## config.mk

```make
export PLATFORM = sky130hd
export DESIGN_NAME = capture_dump
export DESIGN_NICKNAME = d
export VERILOG_FILES = /design/src/rtl/capture_dump.sv
export SDC_FILE = /design/constraint.sdc
export NUM_CORES = 1
export LEC_CHECK = 0
export ABC_AREA = 1
export CAP_MARGIN = 20
export CORE_MARGIN = 4
export CORE_UTILIZATION = 50
export CTS_CLUSTER_SIZE = 40
export DETAILED_ROUTE_END_ITERATION = 6
export MAX_ROUTING_LAYER = met4
export PLACE_DENSITY_LB_ADDON = 0.05
export SYNTH_ARGS = -nofsm -noshare
export SYNTH_HDL_FRONTEND = slang
export SYNTH_SLANG_ARGS = --single-unit
export TNS_END_PERCENT = 50
```

## constraint.sdc

```tcl
create_clock -name clk -period 2.6 [get_ports clk]
set_clock_uncertainty 0.15 [all_clocks]
set_input_delay 0.39 -clock clk [delete_from_list [all_inputs] [get_ports clk]]
set_output_delay 0.39 -clock clk [all_outputs]
set_load 0.01 [all_outputs]
```

## src/rtl/capture_dump.sv

```systemverilog
// capture_dump: replays the circular capture RAM, oldest sample first, into the UART
module capture_dump #(
    parameter int ENTRIES = 384,
    parameter int LOG2    = 9
) (
    input  logic            clk,
    input  logic            rst,
    input  logic            dump_start,
    input  logic [2:0]      ch_sel,
    input  logic [LOG2-1:0] waddr_end,
    input  logic [7:0]      rdata,
    input  logic            tx_done,
    output logic            re,
    output logic [LOG2-1:0] raddr,
    output logic [2:0]      ram_sel,
    output logic            trmt,
    output logic [7:0]      tx_data,
    output logic            busy,
    output logic            dump_done,
    output logic            clr_capture_done
);
    typedef enum logic [1:0] {IDLE, RD, LD, WT} state_t;
    localparam logic [LOG2-1:0] LAST = LOG2'(ENTRIES - 1);
    state_t          r_state;
    logic [LOG2-1:0] r_cnt;
    logic [LOG2-1:0] w_raddr_nxt;
    // address walks the ring and wraps at the last real entry, not at 2**LOG2
    assign w_raddr_nxt = (raddr == LAST) ? '0 : raddr + LOG2'(1);
    // dump sequencer: one RAM read, one UART byte, wait for its completion, repeat
    always_ff @(posedge clk or posedge rst) begin
        if (rst) begin
            r_state          <= IDLE;
            r_cnt            <= '0;
            raddr            <= '0;
            ram_sel          <= '0;
            tx_data          <= '0;
            re               <= 1'b0;
            trmt             <= 1'b0;
            busy             <= 1'b0;
            dump_done        <= 1'b0;
            clr_capture_done <= 1'b0;
        end else begin
            re               <= 1'b0;
            trmt             <= 1'b0;
            dump_done        <= 1'b0;
            clr_capture_done <= 1'b0;
            case (r_state)
                IDLE: if (dump_start) begin
                    raddr   <= (waddr_end > LAST) ? '0 : waddr_end;
                    ram_sel <= ch_sel;
                    r_cnt   <= '0;
                    re      <= 1'b1;
                    busy    <= 1'b1;
                    r_state <= RD;
                end
                RD: r_state <= LD;
                LD: begin
                    tx_data <= rdata;
                    trmt    <= 1'b1;
                    r_state <= WT;
                end
                WT: if (tx_done) begin
                    if (r_cnt == LAST) begin
                        dump_done        <= 1'b1;
                        clr_capture_done <= 1'b1;
                        busy             <= 1'b0;
                        r_state          <= IDLE;
                    end else begin
                        r_cnt   <= r_cnt + LOG2'(1);
                        raddr   <= w_raddr_nxt;
                        re      <= 1'b1;
                        r_state <= RD;
                    end
                end
            endcase
        end
    end
endmodule

```

==> results.txt, run 1 <==
Status: finished, final reports clean
Cell family contributing the most delay on the critical path: simple AND/OR/NAND/NOR gates
Worst-margin pin slew: 0.454 ns
Die Wd: 70.1 um
Num CTS Buffers: 5
Cells after Synth: 237
Routed vias: 1647
Initial antenna violation count: 0
Setup TNS Final: 0 ns
Worst setup EP type: register
Worst rel slew slack: 69.7%
Die height: 70.1 um
Arrival time at the worst endpoint: 1.97 ns
Min Clock Period, post-route: 1.94 ns
Yosys warnings: 0
Slowest stage delay, CP: 0.39 ns
Total nets after synthesis: 267
Most Frequent Cell on Critical Path: nor2_1
Setup CP Type: register to register
Pre-antenna DRT Iters: 5
Post-layout util: 69.5%
Crit start category: register
RSZ-0062 raised after global routing: no
Final hold violation count: 0
HPWL after DPL: 3170 um
Library cells used by synthesis: 30
Share of layout cells above drive strength 1: 12.0%
Vias in the first global route: 1617
Worst-path clk slew: 0.08 ns
Initial Utilization: 52.3%
FMAX: 516 MHz
Die ar.: 4910 um^2
Design area: 2560 um^2
First-pass GRT wire length: 7180 um
Fin nets: 320
Max Cap Viol: 0
Number of max-slew violations in the final report: 0
Total power: 2730 uW
Placed Area: 2450 um^2
Clk buf depth: 2
Clock Sinks: 35
Sequential area share after synthesis: 45.4%
Tcrit/Tclk final: 74.5%
DRC viols: 0
Worst path required time: 2.63 ns
Root Buffer: clkbuf_8
Commonest non-fill, non-tap cells in the layout: nand2_1 (85), clkdlybuf4s50_1 (48), dfrtp_1 (35), inv_1 (24), nand3_1 (17)
Num ports: 49
Final setup viols: 0
CP Max Fanout: 17
Post-DRT Antenna Nets: 0
Worst path bufs/invs: 2
Avg Cell Area, Syn: 8.14 um^2
Number of synthesized register bits: 35
Pwr/cell area: 1060 nW/um^2
Fin Hold WS: 0.338 ns
Routed wire length: 4200 um
Worst skew pair latency: 0.29 ns
Initial DRC Count: 79
CTS tree: done
Cts hold-fix bufs: 0
Critical-path cell list: ha_1 > inv_2 > o21ai_2 > nor2_4 > nand2_4 > inv_4 > nor2_1 > nor2_1
Pin count of the biggest net entering global routing: 36
Slowest CP cell: dfrtp_1
Hold crit path type: primary input to async pin
Inserted Diodes: 0
Mapped Area: 1930 um^2
Layout area overhead: 33.0%
Via density: 4.86
WL per Instance: 12.4 um
Most common library cell in the layout ignoring fill and taps: nand2_1
Cts repair resizes: 0
Port Buffers: 48
Leak: 0.00122 uW
H-tree levels: 2
Max VDD drop: 0.000621 V
Core Region: 3690 um^2
Total GRT Usage: 18.7%
GRT overflow: 0
Cell row count: 22
Post-CTS Setup Bufs: 0
Global placer's final weighted congestion: 0.838
cells in the mapped netlist:
library cell,number,share of area [%]
a21oi_1,3,0.78
buf_2,1,0.26
buf_4,1,0.39
buf_6,2,1.2
clkbuf_1,1,0.19
dfrtp_1,35,45
ha_1,6,3.9
inv_1,24,4.7
inv_2,1,0.19
inv_4,1,0.32
mux2_2,11,6.4
nand2_1,85,17
nand2_2,1,0.32
nand2_4,1,0.58
nand3_1,17,4.4
nand3b_1,3,1.2
nand4_1,1,0.32
nand4_4,1,1.1
nor2_1,15,2.9
nor2_2,2,0.65
nor2_4,1,0.58
nor3_1,1,0.26
nor3b_1,2,0.78
o21ai_0,12,3.1
o21ai_1,1,0.26
o21ai_2,4,1.8
o21bai_1,1,0.39
o22ai_1,1,0.32
o31ai_1,1,0.39
or2_2,1,0.32
state kept, by name, summed over array words and instances, names as in the netlist:
name / cells
trmt: 1
re: 1
raddr: 9
r_cnt: 9
tx_data: 8
r_state: 2
busy: 1
ram_sel: 3
clr_capture_done: 1
area by class of cell:
class / instances / area (um^2)
Clock buffer: 5 / 68.8
Clock inverter: 3 / 43.8
Fill cell: 309 / 1120
Inverter: 26 / 100
Multi-Input combinational cell: 171 / 913
Sequential cell: 35 / 876
Tap cell: 48 / 60.1
Timing Repair Buffer: 51 / 503
power by group:
part | total [uW] | internal, uW | switching (uW)
combinational | 1340 | 641 | 703
sequential | 895 | 748 | 147
clock | 491 | 285 | 206
total | 2730 | 1670 | 1060
cell families (layout without fill, tap and decap cells):
group           Yosys count  count (layout)  share of synthesized area (%)
fa+ha+maj                 6               6                           3.89
compound gates           23              23                           7.07
simple gates            131             131                           30.0
flops                    35              35                           45.4
mux                      11              11                           6.42
buf+inv                  31              85                           7.20
through the flow:
step	setup WS, ns	cells
4_1_cts	0.654	339
6_report	0.662	339
3_5_place_dp	0.670	331
3_3_place_gp	0.680	331
5_1_grt	0.504	339
2_1_floorplan	0.967	237
worst paths after layout:
path,start,endpoint,slack (ns),depth (start not counted)
max,r_state[0],raddr[5],0.66,8
min,rst,r_cnt[7],0.34,3
max reg2reg,r_state[0],raddr[5],0.66,8
min reg2reg,ram_sel[0],ram_sel[0],0.36,1
max in group asynchronous,rst,raddr[1],1.63,3
min in group clk,ram_sel[0],ram_sel[0],0.36,1
per-layer routing:
layer  track usage (%)  share of wire [%]
met5                 -                  0
met1              23.6                 48
met2              29.3                 45
met4              6.17                1.5
met3              5.18                4.9
worst min-delay path, cell delays in order:
cell and delay [ns]:
clkdlybuf4s50_1 0.39, inv_1 0.05, buf_4 0.39
Power figures use the tool's default switching activity.
==> run 2: changes to the inputs <==
CORE_UTILIZATION = 49   (was 50)
clock period = 1.9 ns   (was 2.6 ns; I/O delays follow)
==> run 2 against run 1 <==
  * Sequential share of layout area down 0.62 points
  * Register-to-register slack worse by 0.52 ns
  * Sequential power increased by 35%
  * Cell count is 0.59% higher
  * Critical endpoint is now r_cnt[4]
  * Largest cell class unchanged
  * Largest power group unchanged
==> results.txt, run 2 (same netlist as run 1, synthesis figures left out) <==
Layout area overhead: 35.5% (was 33.0%)
Register-to-Register Setup Slack: 0.14 ns (was 0.66 ns)
Worst skew pair latency: 0.29 ns (about the same)
Leak: 0.00124 uW (was 0.00122 uW)
Via density: 4.95 (was 4.86)
Status: finished, final reports clean (unchanged)
Crit start category: register (unchanged)
Arrival time at the worst endpoint: 1.84 ns (was 1.97 ns)
Final non-filler cell total: 341 (was 339)
Max Cap Viol: 0 (unchanged)
Crit path capture: r_cnt[4] (was raddr[5])
Root Buffer: clkbuf_8 (unchanged)
HPWL after DPL: 3180 um (was 3170 um)
Core Region: 3740 um^2 (was 3690 um^2)
Total GRT Usage: 19.3% (was 18.7%)
Num CTS Buffers: 5 (unchanged)
Critical path depth: 9 (was 8)
Die ar.: 5000 um^2 (was 4910 um^2)
Worst path bufs/invs: 2 (unchanged)
Initial antenna violation count: 0 (unchanged)
Max VDD drop: 0.000943 V (was 0.000621 V)
Routed wire length: 4300 um (was 4200 um)
Commonest non-fill, non-tap cells in the layout: nand2_1 (85), clkdlybuf4s50_1 (48), dfrtp_1 (35), inv_1 (24), nand3_1 (17) (unchanged)
DRC viols: 0 (unchanged)
FF-to-FF End: r_cnt[4] (was raddr[5])
Hold crit path type: primary input to async pin (unchanged)
Worst setup EP type: register (unchanged)
Pre-CTS setup slack: 0.0759 ns (was 0.670 ns)
Worst setup path start: r_state[0] (unchanged)
Min Clock Period, post-route: 1.76 ns (was 1.94 ns)
Port Buffers: 48 (unchanged)
Num ports: 49 (unchanged)
WL per Instance: 12.6 um (was 12.4 um)
Cts repair resizes: 0 (unchanged)
Worst setup margin: 0.138 ns (was 0.662 ns)
Pre-antenna DRT Iters: 6 (was 5)
Cell family contributing the most delay on the critical path: simple AND/OR/NAND/NOR gates (unchanged)
CP Max Fanout: 17 (unchanged)
GRT overflow: 0 (unchanged)
Clk buf depth: 2 (unchanged)
Vias in the first global route: 1708 (was 1617)
Tcrit/Tclk final: 92.8% (was 74.5%)
Worst rel slew slack: 69.9% (was 69.7%)
Worst path required time: 1.97 ns (was 2.63 ns)
Cts hold-fix bufs: 0 (unchanged)
FMAX: 567 MHz (was 516 MHz)
Die Wd: 70.7 um (was 70.1 um)
Pwr/cell area: 1500 nW/um^2 (was 1060 nW/um^2)
Cell row count: 22 (unchanged)
Slowest CP cell: dfrtp_1 (unchanged)
Slowest stage delay, CP: 0.40 ns (was 0.39 ns)
Setup CP Type: register to register (unchanged)
Leading registers by flop count: r_cnt: 9 flops, raddr: 9 flops, tx_data: 8 flops (unchanged)
Pin count of the biggest net entering global routing: 36 (unchanged)
Setup TNS Final: 0 ns (unchanged)
CTS tree: done (unchanged)
Reg2reg start: r_state[0] (unchanged)
Most common library cell in the layout ignoring fill and taps: nand2_1 (unchanged)
Initial Utilization: 51.5% (was 52.3%)
Number of max-slew violations in the final report: 0 (unchanged)
Fin nets: 322 (was 320)
Critical-path cell list: inv_1 > ha_1 > nand2_1 > o21ai_2 > nor2_4 > nand2_8 > inv_4 > nand2_1 > o21ai_2 (was ha_1 > inv_2 > o21ai_2 > nor2_4 > nand2_4 > inv_4 > nor2_1 > nor2_1)
Post-CTS Setup Bufs: 0 (unchanged)
Worst-margin pin slew: 0.451 ns (was 0.454 ns)
Routed vias: 1687 (was 1647)
Clock Sinks: 35 (unchanged)
Global placer's final weighted congestion: 0.841 (was 0.838)
Final setup viols: 0 (unchanged)
Share of layout cells above drive strength 1: 12.6% (was 12.0%)
Die height: 70.7 um (was 70.1 um)
Placed cells: 333 (was 331)
Post-DRT Antenna Nets: 0 (unchanged)
Initial DRC Count: 134 (was 79)
H-tree levels: 2 (unchanged)
Inserted Diodes: 0 (unchanged)
RSZ-0062 raised after global routing: no (unchanged)
Reg2Reg Depth: 9 (was 8)
First-pass GRT wire length: 7510 um (was 7180 um)
Worst-path clk slew: 0.07 ns (was 0.08 ns)
Final hold violation count: 0 (unchanged)
run 2: changes by cell type in the layout (fill, tap and decap cells not counted):
cell        before  now
clkinv_4         1    0
clkinvlp_4       0    1
nand2_4          1    0
buf_4            3    5
bufinv_16        1    2
clkinv_2         1    0
nand2_8          0    1
run 2: cell type report:
type,instances,area (um^2)
Tap cell,48,60.1
Inverter,26,100
Fill cell,300,1130
Timing Repair Buffer,53,518
Multi-Input combinational cell,171,922
Clock buffer,5,68.8
Sequential cell,35,876
Clock inverter,3,67.6
run 2: metal layers:
| metal | track usage, % | share of wire [%] |
|---|---|---|
| met1 | 24.8 | 47 |
| met2 | 28.1 | 46 |
| met3 | 5.26 | 6.0 |
| met4 | 9.19 | 1.6 |
| met5 | - | 0 |
run 2: through the flow:
step | instance area (um^2) | util, % | hold WS (ns) | total power [uW]
after floorplan | 1930 | - | 0.241 | 2370
after global placement | 2470 | 65.9 | 0.323 | 3090
after detailed placement | 2470 | 65.9 | 0.330 | 3110
after CTS | 2600 | 69.6 | 0.247 | 3930
after global routing | 2610 | 69.8 | 0.288 | 4260
final | 2610 | 69.8 | 0.234 | 3920
run 2: worst register-to-register path, stage by stage (launching register included):
cell	delay, ns
dfrtp_1	0.40
inv_1	0.10
ha_1	0.23
nand2_1	0.09
o21ai_2	0.08
nor2_4	0.20
nand2_8	0.13
inv_4	0.17
nand2_1	0.09
o21ai_2	0.06
run 2: worst min path at each step:
stage             from          endpoint  slack (ns)  cells after the start
2_1_floorplan  tx_done  clr_capture_done        0.24                      2
3_3_place_gp      busy              busy        0.32                      2
3_5_place_dp      busy              busy        0.33                      2
4_1_cts            rst        tx_data[1]        0.25                      3
5_1_grt            rst          r_cnt[2]        0.29                      3
6_report           rst          r_cnt[4]        0.23                      3
run 2: power by group:
group	internal [uW]	switching, uW
logic	914	989
registers	1020	187
clock network	523	286
==> run 3: changes to the inputs <==
CTS_CLUSTER_DIAMETER = 200   (was unset)
==> results of run 3 <==
Final layout, timing and power as in run 2 (identical DEF).
